$ cat src/rtl/chan_sched_rr.sv
// Round-robin channel scheduler feeding the 3-to-8 decoder: dwell-timed grants separated by a one-cycle guard gap.
// Optional build macro CHSCHED_LOCK_EN adds lock_i, which holds a grant past dwell expiry.
module chan_sched_rr #(
  parameter int DWELL   = 16,
  parameter int DWELL_W = 8
) (
  input  logic               clk,
  input  logic               rst_n,
  input  logic [7:0]         req,
`ifdef CHSCHED_LOCK_EN
  input  logic               lock_i,
`endif
  input  logic               release_i,
  output logic [2:0]         sel,
  output logic               sel_valid,
  output logic               grant_start,
  output logic [DWELL_W-1:0] dwell_cnt
);

  typedef enum logic [1:0] {
    ST_IDLE,
    ST_GRANT,
    ST_GAP
  } state_t;

  state_t               r_state, w_state_nxt;
  logic [2:0]           r_sel, w_sel_nxt;
  logic [2:0]           r_last, w_last_nxt;
  logic [DWELL_W-1:0]   r_dwell, w_dwell_nxt;
  logic                 r_start, w_start_nxt;
  logic                 w_found;
  logic [2:0]           w_win;
  logic                 w_lock;
  logic                 w_end;

`ifdef CHSCHED_LOCK_EN
  assign w_lock = lock_i;
`else
  assign w_lock = 1'b0;
`endif

  // Search from last+1 upward; the 3-bit add wraps modulo 8, offset 8 lands back on last.
  always_comb begin : arb
    logic [2:0] idx;
    w_found = 1'b0;
    w_win   = '0;
    idx     = '0;
    for (int unsigned i = 1; i <= 8; i++) begin
      idx = r_last + 3'(i);
      if (!w_found && req[idx]) begin
        w_found = 1'b1;
        w_win   = idx;
      end
    end
  end

  assign w_end = ((r_dwell == '0) && !w_lock) || release_i || !req[r_sel];

  always_comb begin
    w_state_nxt = r_state;
    w_sel_nxt   = r_sel;
    w_last_nxt  = r_last;
    w_dwell_nxt = r_dwell;
    w_start_nxt = 1'b0;
    case (r_state)
      ST_GRANT: begin
        if (w_end) begin
          w_state_nxt = ST_GAP;
          w_dwell_nxt = '0;
        end else if (r_dwell != '0) begin
          w_dwell_nxt = r_dwell - DWELL_W'(1);
        end
      end
      default: begin
        // IDLE and GAP arbitrate identically; sel holds through GAP so the decoder input stays put.
        if (w_found) begin
          w_state_nxt = ST_GRANT;
          w_sel_nxt   = w_win;
          w_last_nxt  = w_win;
          w_dwell_nxt = DWELL_W'(DWELL - 1);
          w_start_nxt = 1'b1;
        end else begin
          w_state_nxt = ST_IDLE;
          w_dwell_nxt = '0;
        end
      end
    endcase
  end

  always_ff @(posedge clk) begin
    if (!rst_n) begin
      r_state <= ST_IDLE;
      r_sel   <= '0;
      r_last  <= 3'd7;
      r_dwell <= '0;
      r_start <= 1'b0;
    end else begin
      r_state <= w_state_nxt;
      r_sel   <= w_sel_nxt;
      r_last  <= w_last_nxt;
      r_dwell <= w_dwell_nxt;
      r_start <= w_start_nxt;
    end
  end

  assign sel         = r_sel;
  assign sel_valid   = (r_state == ST_GRANT);
  assign grant_start = r_start;
  assign dwell_cnt   = r_dwell;

endmodule
$ cat config.mk
export PLATFORM = sky130hd
export DESIGN_NAME = chan_sched_rr
export DESIGN_NICKNAME = d
export VERILOG_FILES = /design/src/rtl/chan_sched_rr.sv
export SDC_FILE = /design/constraint.sdc
export NUM_CORES = 1
export LEC_CHECK = 0
export CORE_MARGIN = 2
export CORE_UTILIZATION = 59
export DETAILED_ROUTE_END_ITERATION = 10
export PLACE_DENSITY = 0.95
export REMOVE_ABC_BUFFERS = 1
export SLEW_MARGIN = 25
export SYNTH_ARGS = -nofsm -noshare
export SYNTH_HDL_FRONTEND = slang
export SYNTH_SLANG_ARGS = --single-unit
export TNS_END_PERCENT = 20
$ cat constraint.sdc
create_clock -name clk -period 8.5 [get_ports clk]
set_input_delay 1.275 -clock clk [delete_from_list [all_inputs] [get_ports clk]]
set_output_delay 1.275 -clock clk [all_outputs]
set_load 0.03 [all_outputs]
# Word-level counts from Yosys, hierarchy flattened
# Index checks and enable logic that the tools add are counted.
[word_totals] register_bits=17 inputBits=11 output_inout_bits=13
[op_classes] n_addsub=8 reduce_logical=21 n_mux=42 eq_ne=3 magnitude_cmp=9 bitwise=2
[op_table] cell="$lt A3 B4 Y1 const B" count=9
[op_table] cell="$bmux W1 S3" count=9
[op_table] cell="$mux W3" count=8
[op_table] cell="$mux W8" count=3
[op_table] cell="$mux W1" count=19
[op_table] cell="$add A3 B3 Y3 const B" count=4
[op_table] cell="$logic_not A1 Y1" count=8
[op_table] cell="$logic_not A8 Y1" count=1
[op_table] cell="$reduce_bool A8 Y1" count=1
[op_table] cell="$sub A8 B1 Y8 const B" count=1
[op_table] cell="$logic_and A1 B1 Y1" count=7
[op_table] cell="$add A3 B2 Y3 const B" count=2
[op_table] cell="$mux W2" count=2
[op_table] cell="$mux W4" count=1
[op_table] cell="$add A3 B1 Y3 const B" count=1
[op_table] cell="$ne A3 B1 Y1 const B" count=1
[op_table] cell="$eq A2 B1 Y1 const B" count=1
[op_table] cell="$logic_or A1 B1 Y1" count=2
[op_table] cell="$ne A2 B1 Y1 const B" count=1
[op_table] cell="$not A1 Y1" count=2
[op_table] cell="$reduce_and A2 Y1" count=1
[op_table] cell="$reduce_or A2 Y1" count=1

# Logic depth before layout (Yosys ltp)
# Gate-level depths: netlist (run 1).
[depth] depth_word=27 depth_mapped=12

# Least setup slack after synthesis (run 1)
# OpenSTA, ideal clock, no wires.
[synth_timing] path_type="input to register" start="input port req[2]" end="register r_last[1]" setup_slack_ps=5411 path_stages=7 t_arrival_ps=2967 n_path_buf=1 setup_time_ps=122 cell_sequence="mux4_1 -> mux2i_2 -> and4b_1 -> buf_4 -> a21oi_2 -> a22o_1 -> a221o_1"
[synth_via] elab_chain_cells=25 elab_cells_between_ends=47
[synth_lines] item="start: declaration" line="9" text="input logic [7:0] req,"
[synth_lines] item="$bmux W1 S3" line="50" text="if (!w_found && req[idx]) begin"
[synth_lines] item="$mux W1 (implied by the code)" line="50"
[synth_lines] item="$mux W1" line="50"
[synth_lines] item="$logic_not A1 Y1" line="50"
[synth_lines] item="$logic_and A1 B1 Y1" line="50"
[synth_lines] item="$mux W1" line="50"
[synth_lines] item="$logic_not A1 Y1" line="50"
[synth_lines] item="$logic_and A1 B1 Y1" line="50"
[synth_lines] item="[9 not listed]"
[synth_lines] item="$mux W1" line="50"
[synth_lines] item="$logic_not A1 Y1" line="50"
[synth_lines] item="$logic_and A1 B1 Y1" line="50"
[synth_lines] item="$mux W1" line="50"
[synth_lines] item="$logic_not A1 Y1" line="50"
[synth_lines] item="$logic_and A1 B1 Y1" line="50"
[synth_lines] item="$mux W1" line="50"
[synth_lines] item="$reduce_and A2 Y1 (no line)"
[synth_lines] item="end signal: assignment" line="100" text="r_last <= w_last_nxt;"
[synth_lines] item="end: declaration" line="28" text="logic [2:0] r_last, w_last_nxt;"
# Several ways; a longest one is shown, not always the timed one. The select of a mux whose other input is x is not followed.
# A chain may end at the register's enable or synchronous reset.

# Worst setup path in the final report (run 1)
[layout_timing] start="register r_last[1]" end="register r_dwell[0] (netlist: dwell_cnt[0])"
[layout_via] elab_chain_cells=27 elab_cells_between_ends=47
[layout_lines] item="$add A3 B1 Y3" line="49" text="idx = r_last + 3'(i);"
[layout_lines] item="$bmux W1 S3" line="50"
[layout_lines] item="$mux W1 (implied by the code)" line="50"
[layout_lines] item="$mux W1" line="50"
[layout_lines] item="$logic_not A1 Y1" line="50"
[layout_lines] item="$logic_and A1 B1 Y1" line="50"
[layout_lines] item="$mux W1" line="50"
[layout_lines] item="$logic_not A1 Y1" line="50"
[layout_lines] item="[11 not listed]"
[layout_lines] item="$logic_not A1 Y1" line="50"
[layout_lines] item="$logic_and A1 B1 Y1" line="50"
[layout_lines] item="$mux W1" line="50"
[layout_lines] item="$logic_not A1 Y1" line="50"
[layout_lines] item="$logic_and A1 B1 Y1" line="50"
[layout_lines] item="$mux W1 (*)" line="50"
[layout_lines] item="$mux W4 (*)" line="76" text="if (w_found) begin"
[layout_lines] item="$mux W8 (*)" line="65" text="case (r_state)"
[layout_lines] item="end signal: assignment" line="101" text="r_dwell <= w_dwell_nxt;"
[layout_lines] item="end: declaration" line="29" text="logic [DWELL_W-1:0] r_dwell, w_dwell_nxt;"
# Every way passes the cells marked *; elsewhere a longest branch is shown, timed or not. The select of a mux whose other input is x is not followed.

==> out/metrics.cfg, run 1 <==
[outcome]
outcome=complete, no violations

[setup_path]
crit_path_top_delay_cell=dfxtp_1
critPathBufInv=1
cp.required_ns=8.67
worstPathCellList=inv_1 -> ha_1 -> mux4_2 -> mux2i_1 -> and4b_1 -> a41oi_1 -> nand2_1 -> o21ai_0
crit_fanout=16
worstPathArrival_ns=3.91
crit_path_end_kind=flop
slowest_delay_ns=0.84
crit_family=multiplexers
startpoint_type=flop
timing_worst_setup_path_type=reg -> reg

[global_routing]
grtUsageTotal=0.273
grt_start_max_net_pins=18
antenna_found_initial=0
grt_pass1_wl_um=6920
overflow=0
grt_pass1_vias=1400

[layout]
nets=193
diodes=0
fillerInstances=199
most-common-layout-cells=23 x clkdlybuf4s50_1, 17 x dfxtp_1, 13 x mux4_2, 12 x nand2_1, 11 x nor2_1
syn_to_final_growth_pct=14.0
design_area_um2=1880
drive_gt1_frac=0.163
layout_commonest_cell=clkdlybuf4s50_1

[logic_synthesis]
syn-instance-count=158
ys_ff_latch=17
yosysUniqueCellTypes=49
synth-main-ff-cell=dfxtp_1
syn-cell-area_um2=1650
async_reset_ff_frac=0
yosys_warnings=0
synth_edf_count=0
ys_seq_area_frac=0.207
synth.avg_cell_area_um2=10.4

[clocking]
hold_buffers=0
clockRootBuffer=clkbuf_4
clock_latency_ns=0.30
cts_sinks=17
cts_max_path_buffers=2
cts.htree.levels=1
numCtsBuffers=3
cts_resized=0
clk_pin_slew_worst_paths_ns=0.10
post-cts-setup-buffer-count=0
cts_tree=built

[floorplan]
die_w_um=56.8
initial_core_util=0.608
dieArea_um2=3230
ios=24
fp-row-count=19
die_h_um=56.8
core_um2=2710

[timing]
worst_pin_slew_ns=0.772
timing.final.crit_share=0.440
setup_viol=0
max_freq_mhz=267
relSlewSlack=0.485
finalSetupTns_ns=0
finalMaxSlewViolations=0
period_needed_ns=3.74
skew_ns=0.00894
rsz0062_at_grt=no
hold_viol=0

[job]
maxCapViolations=0

[power_and_ir_drop]
p_per_area_nw_per_um2=378
vdd_drop_max_uv=267
p_leak_uw=0.000705

[placed_design]
gp_routability_congestion=1.01
post-dp-hpwl_um=3070
placed_area_um2=1850
io_buffers=23

[route]
drt-initial-drc-count=78
totalWireLength_um=4060
top_layer_used=met3
met2WireLength_um=2050
wl_met1_um=1710
wl_per_cell_um=19.4
drtAntennaViolNets=0
drc=0
via_per_inst=6.96
met3_wirelength_um=303
firstDrtPassIters=4
dr_total_vias=1454

[min_path]
hold_class=reg -> reg

## layer usage
| metal | GRT usage | up-vias |
|---|---|---|
| met5 | 0 | - |
| met4 | 0.0498 | 0 |
| met3 | 0.0415 | 0 |
| met2 | 0.442 | 68 |
| met1 | 0.392 | 715 |
| li1 | - | 671 |
## per-stage QoR
| step | cells | setup WS [ns] | hold slack (ns) | utilization | total power, uW |
|---|---|---|---|---|---|
| after global routing | 209 | 4.49 | 0.589 | 0.693 | 757 |
| after floorplan | 151 | 5.26 | 0.527 | - | 543 |
| after CTS | 209 | 4.80 | 0.566 | 0.693 | 704 |
| after global placement | 205 | 4.68 | 0.487 | 0.682 | 643 |
| final | 209 | 4.76 | 0.572 | 0.693 | 709 |
| after detailed placement | 205 | 4.59 | 0.499 | 0.682 | 658 |
## sequential cells by signal, indices dropped and copies added, names as in the netlist
name	count
grant_start	1
dwell_cnt	8
sel	3
r_last	3
r_state	2
## worst min-delay path, cell delays in order (launching register included)
cell	delay, ns
dfxtp_1	0.34
xnor2_1	0.15
nor2_1	0.04
## where the power goes
part	switching, uW	leakage, uW	internal [uW]
Sequential	47.2	0.000141	97.9
Combinational	269	0.000547	251
Clock	26.1	0.0000177	17.5
## kinds of logic (layout without fill, tap and decap cells)
group / count (synthesis) / in the layout / share of synthesized area
mux: 31 / 31 / 0.365
fa+ha+maj: 3 / 3 / 0.0228
buf+inv: 17 / 37 / 0.0631
simple gates: 37 / 37 / 0.105
xor+xnor: 10 / 10 / 0.0532
flops: 17 / 17 / 0.207
compound gates: 43 / 43 / 0.185
## cells in the mapped netlist (all sizes together) (2+ instances only)
| library cell | number | share of area |
|---|---|---|
| mux2i | 7 | 0.055 |
| a21oi | 9 | 0.030 |
| nand3 | 3 | 0.0091 |
| nor2 | 11 | 0.025 |
| mux4 | 19 | 0.27 |
| nand2b | 3 | 0.011 |
| o21ai | 9 | 0.027 |
| dfxtp | 17 | 0.21 |
| a211o | 2 | 0.011 |
| inv | 10 | 0.023 |
| o311ai | 2 | 0.011 |
| o2111ai | 2 | 0.011 |
| xor2 | 3 | 0.016 |
| mux2 | 5 | 0.036 |
| nor3 | 4 | 0.012 |
| buf | 5 | 0.024 |
| nand2 | 12 | 0.027 |
| a211oi | 3 | 0.014 |
| xnor2 | 7 | 0.037 |
| a41oi | 2 | 0.011 |
| clkbuf | 2 | 0.017 |
| ha | 3 | 0.023 |
## area by class of cell
class / count / area (um^2) / share of cell area
multi-input cells: 124 / 1200 / 0.641
flip-flops and latches: 17 / 340 / 0.181
repair buffers: 23 / 230 / 0.123
well taps: 31 / 38.8 / 0.0207
clock buffers: 3 / 22.5 / 0.0120
inverters: 10 / 37.5 / 0.0200
clock inverters: 1 / 5.00 / 0.00267
## worst paths after layout
check / depth (start not counted) / slack [ns] / start / end
max: 8 / 4.76 / r_last[1]$_SDFFE_PN1P_ / dwell_cnt[0]$_SDFFE_PN0P_
min: 2 / 0.57 / dwell_cnt[7]$_SDFFE_PN0P_ / dwell_cnt[7]$_SDFFE_PN0P_
max reg2reg: 8 / 4.76 / r_last[1]$_SDFFE_PN1P_ / dwell_cnt[0]$_SDFFE_PN0P_
min reg2reg: 2 / 0.57 / dwell_cnt[7]$_SDFFE_PN0P_ / dwell_cnt[7]$_SDFFE_PN0P_
No activity file was read; power rests on OpenSTA's default activity.
==> run 2: changes to the inputs <==
--- a/config.mk
+++ b/config.mk
@@ -6,9 +6,9 @@
 export NUM_CORES = 1
 export LEC_CHECK = 0
 export CORE_MARGIN = 2
-export CORE_UTILIZATION = 59
+export CORE_UTILIZATION = 49
 export DETAILED_ROUTE_END_ITERATION = 10
-export PLACE_DENSITY = 0.95
+export PLACE_DENSITY = 0.87
 export REMOVE_ABC_BUFFERS = 1
 export SLEW_MARGIN = 25
 export SYNTH_ARGS = -nofsm -noshare
==> constraint.sdc (replaced) <==
create_clock -name clk -period 3.3 [get_ports clk]
set_input_delay 0.495 -clock clk [delete_from_list [all_inputs] [get_ports clk]]
set_output_delay 0.495 -clock clk [all_outputs]
set_load 0.03 [all_outputs]
==> run 2 against run 1 <==
  * Clock skew is 0.0081 ns lower
  * Non-clock buffer count grew 4
  * Global-route usage shrank 5.0 points
  * Hold slack got worse by 0.047 ns
  * Fmax rose by 22%
  * Cell count is 9.1% higher
  * Combinational power grew to 2.8 times the previous value
  * Clock-buffer cell count unchanged
  * Core utilization is 11 points lower
  * Sequential share of layout area is 0.46 points lower
  * Setup slack lost 4.5 ns
  * Critical path depth is the same
  * Critical endpoint is now r_last[0]$_SDFFE_PN1P_
  * Largest cell class unchanged
==> out/metrics.cfg, run 2 (synthesis results as in run 1) <==
[outcome]
outcome=complete, no violations

[timing]
worst_pin_slew_ns=0.593
skew_ns=0.000851
setup_viol=0
period_needed_ns=3.06
relSlewSlack=0.604
timing.final.crit_share=0.926
setup_slack_ns=0.244
hold_viol=0
finalMaxSlewViolations=0
finalSetupTns_ns=0
max_freq_mhz=327
rsz0062_at_grt=no

[layout]
design_area_um2=1930
drive_gt1_frac=0.181
most-common-layout-cells=23 x clkdlybuf4s50_1, 17 x dfxtp_1, 13 x mux4_2, 12 x nand2_1, 11 x nor2_1
nets=197
diodes=0
fin_util=0.586
layout_commonest_cell=clkdlybuf4s50_1
largest_reg_flops=8
syn_to_final_growth_pct=16.9

[placed_design]
placed_area_um2=1900
pre_cts_ws_ns=0.229
post-dp-hpwl_um=2850
gp_routability_congestion=0.993
io_buffers=23

[setup_path]
crit_path_end_kind=flop
cp.required_ns=3.47
startpoint_type=flop
crit_path_top_delay_cell=mux4_2
crit_fanout=9
slowest_delay_ns=0.66
timing_worst_setup_path_type=reg -> reg
worstPathArrival_ns=3.23
worstPathCellList=inv_1 -> ha_1 -> mux4_2 -> mux2i_4 -> o21ai_1 -> a211o_1 -> a211oi_1 -> o31ai_1

[global_routing]
overflow=0
antenna_found_initial=0
grt_pass1_wl_um=6310
grt_start_max_net_pins=16
grt_pass1_vias=1238
grtUsageTotal=0.223

[route]
via_per_inst=6.24
drtAntennaViolNets=0
drc=0
firstDrtPassIters=4
wl_per_cell_um=16.6
dr_total_vias=1423
totalWireLength_um=3790
drt-initial-drc-count=92

[clocking]
hold_buffers=0
cts.htree.levels=1
clk_pin_slew_worst_paths_ns=0.10
post-cts-setup-buffer-count=0
cts_tree=built
cts_resized=0
clock_latency_ns=0.29
cts_max_path_buffers=2
cts_sinks=17
clockRootBuffer=clkbuf_4
numCtsBuffers=3

[floorplan]
core_um2=3280
fp-row-count=21
dieArea_um2=3840
initial_core_util=0.501
die_h_um=62.0
ios=24
die_w_um=62.0

[power_and_ir_drop]
cell_internal_pwr_uw=971
power_switching_uw=883
vdd_drop_max_uv=462
p_seq_frac=0.169
comb_power_share=0.771
p_per_area_nw_per_um2=963
swShare=0.476
p_clk_frac=0.061
p_leak_uw=0.000724

[min_path]
hold_class=reg -> reg

[job]
maxCapViolations=0

[run 2: layer usage]
layer / vias up / GRT usage / part of all wire
li1: 675 / - / -
met5: - / 0 / 0
met1: 680 / 0.353 / 0.46
met2: 65 / 0.323 / 0.46
met4: 0 / 0.0274 / 0.0034
met3: 3 / 0.0435 / 0.076
[run 2: cell type report]
cell class	count	area [um^2]
fill	272	1360
multi-input combinational	124	1200
sequential	17	340
timing repair buffer	27	260
tap	46	57.6
inverter	10	37.5
clock buffer	3	22.5
clock inverter	1	5.00
[run 2: power groups by stage]
stage,sequential (uW),combinational (uW),clock (uW)
detailed placement,317,1400,0
global placement,315,1390,0
floorplan,395,1000,0
global route,322,1550,124
CTS,312,1410,114
finish,313,1430,112
[run 2: worst paths after layout]
path | start | endpoint | slack [ns] | depth (start not counted)
max | r_last[0]$_SDFFE_PN1P_ | r_last[0]$_SDFFE_PN1P_ | 0.24 | 8
min | dwell_cnt[0]$_SDFFE_PN0P_ | dwell_cnt[0]$_SDFFE_PN0P_ | 0.52 | 1
max reg2reg | r_last[0]$_SDFFE_PN1P_ | r_last[0]$_SDFFE_PN1P_ | 0.24 | 8
min reg2reg | dwell_cnt[0]$_SDFFE_PN0P_ | dwell_cnt[0]$_SDFFE_PN0P_ | 0.52 | 1
[run 2: worst max-delay path, delay by kind of cell (launching register included)]
family	cells	cell delay, ns
AO/OA/AOI/OAI	4	0.97
adder cells (fa/ha/maj)	1	0.56
buffers and inverters	1	0.12
flip-flops	1	0.35
multiplexers	2	0.93
[run 2: per-stage QoR]
stage          hold slack (ns)  power (uW)  instances
3_5_place_dp             0.497        1720        224
2_1_floorplan            0.527        1400        151
3_3_place_gp             0.494        1710        224
5_1_grt                  0.557        1990        228
6_report                 0.525        1850        228
4_1_cts                  0.529        1830        228
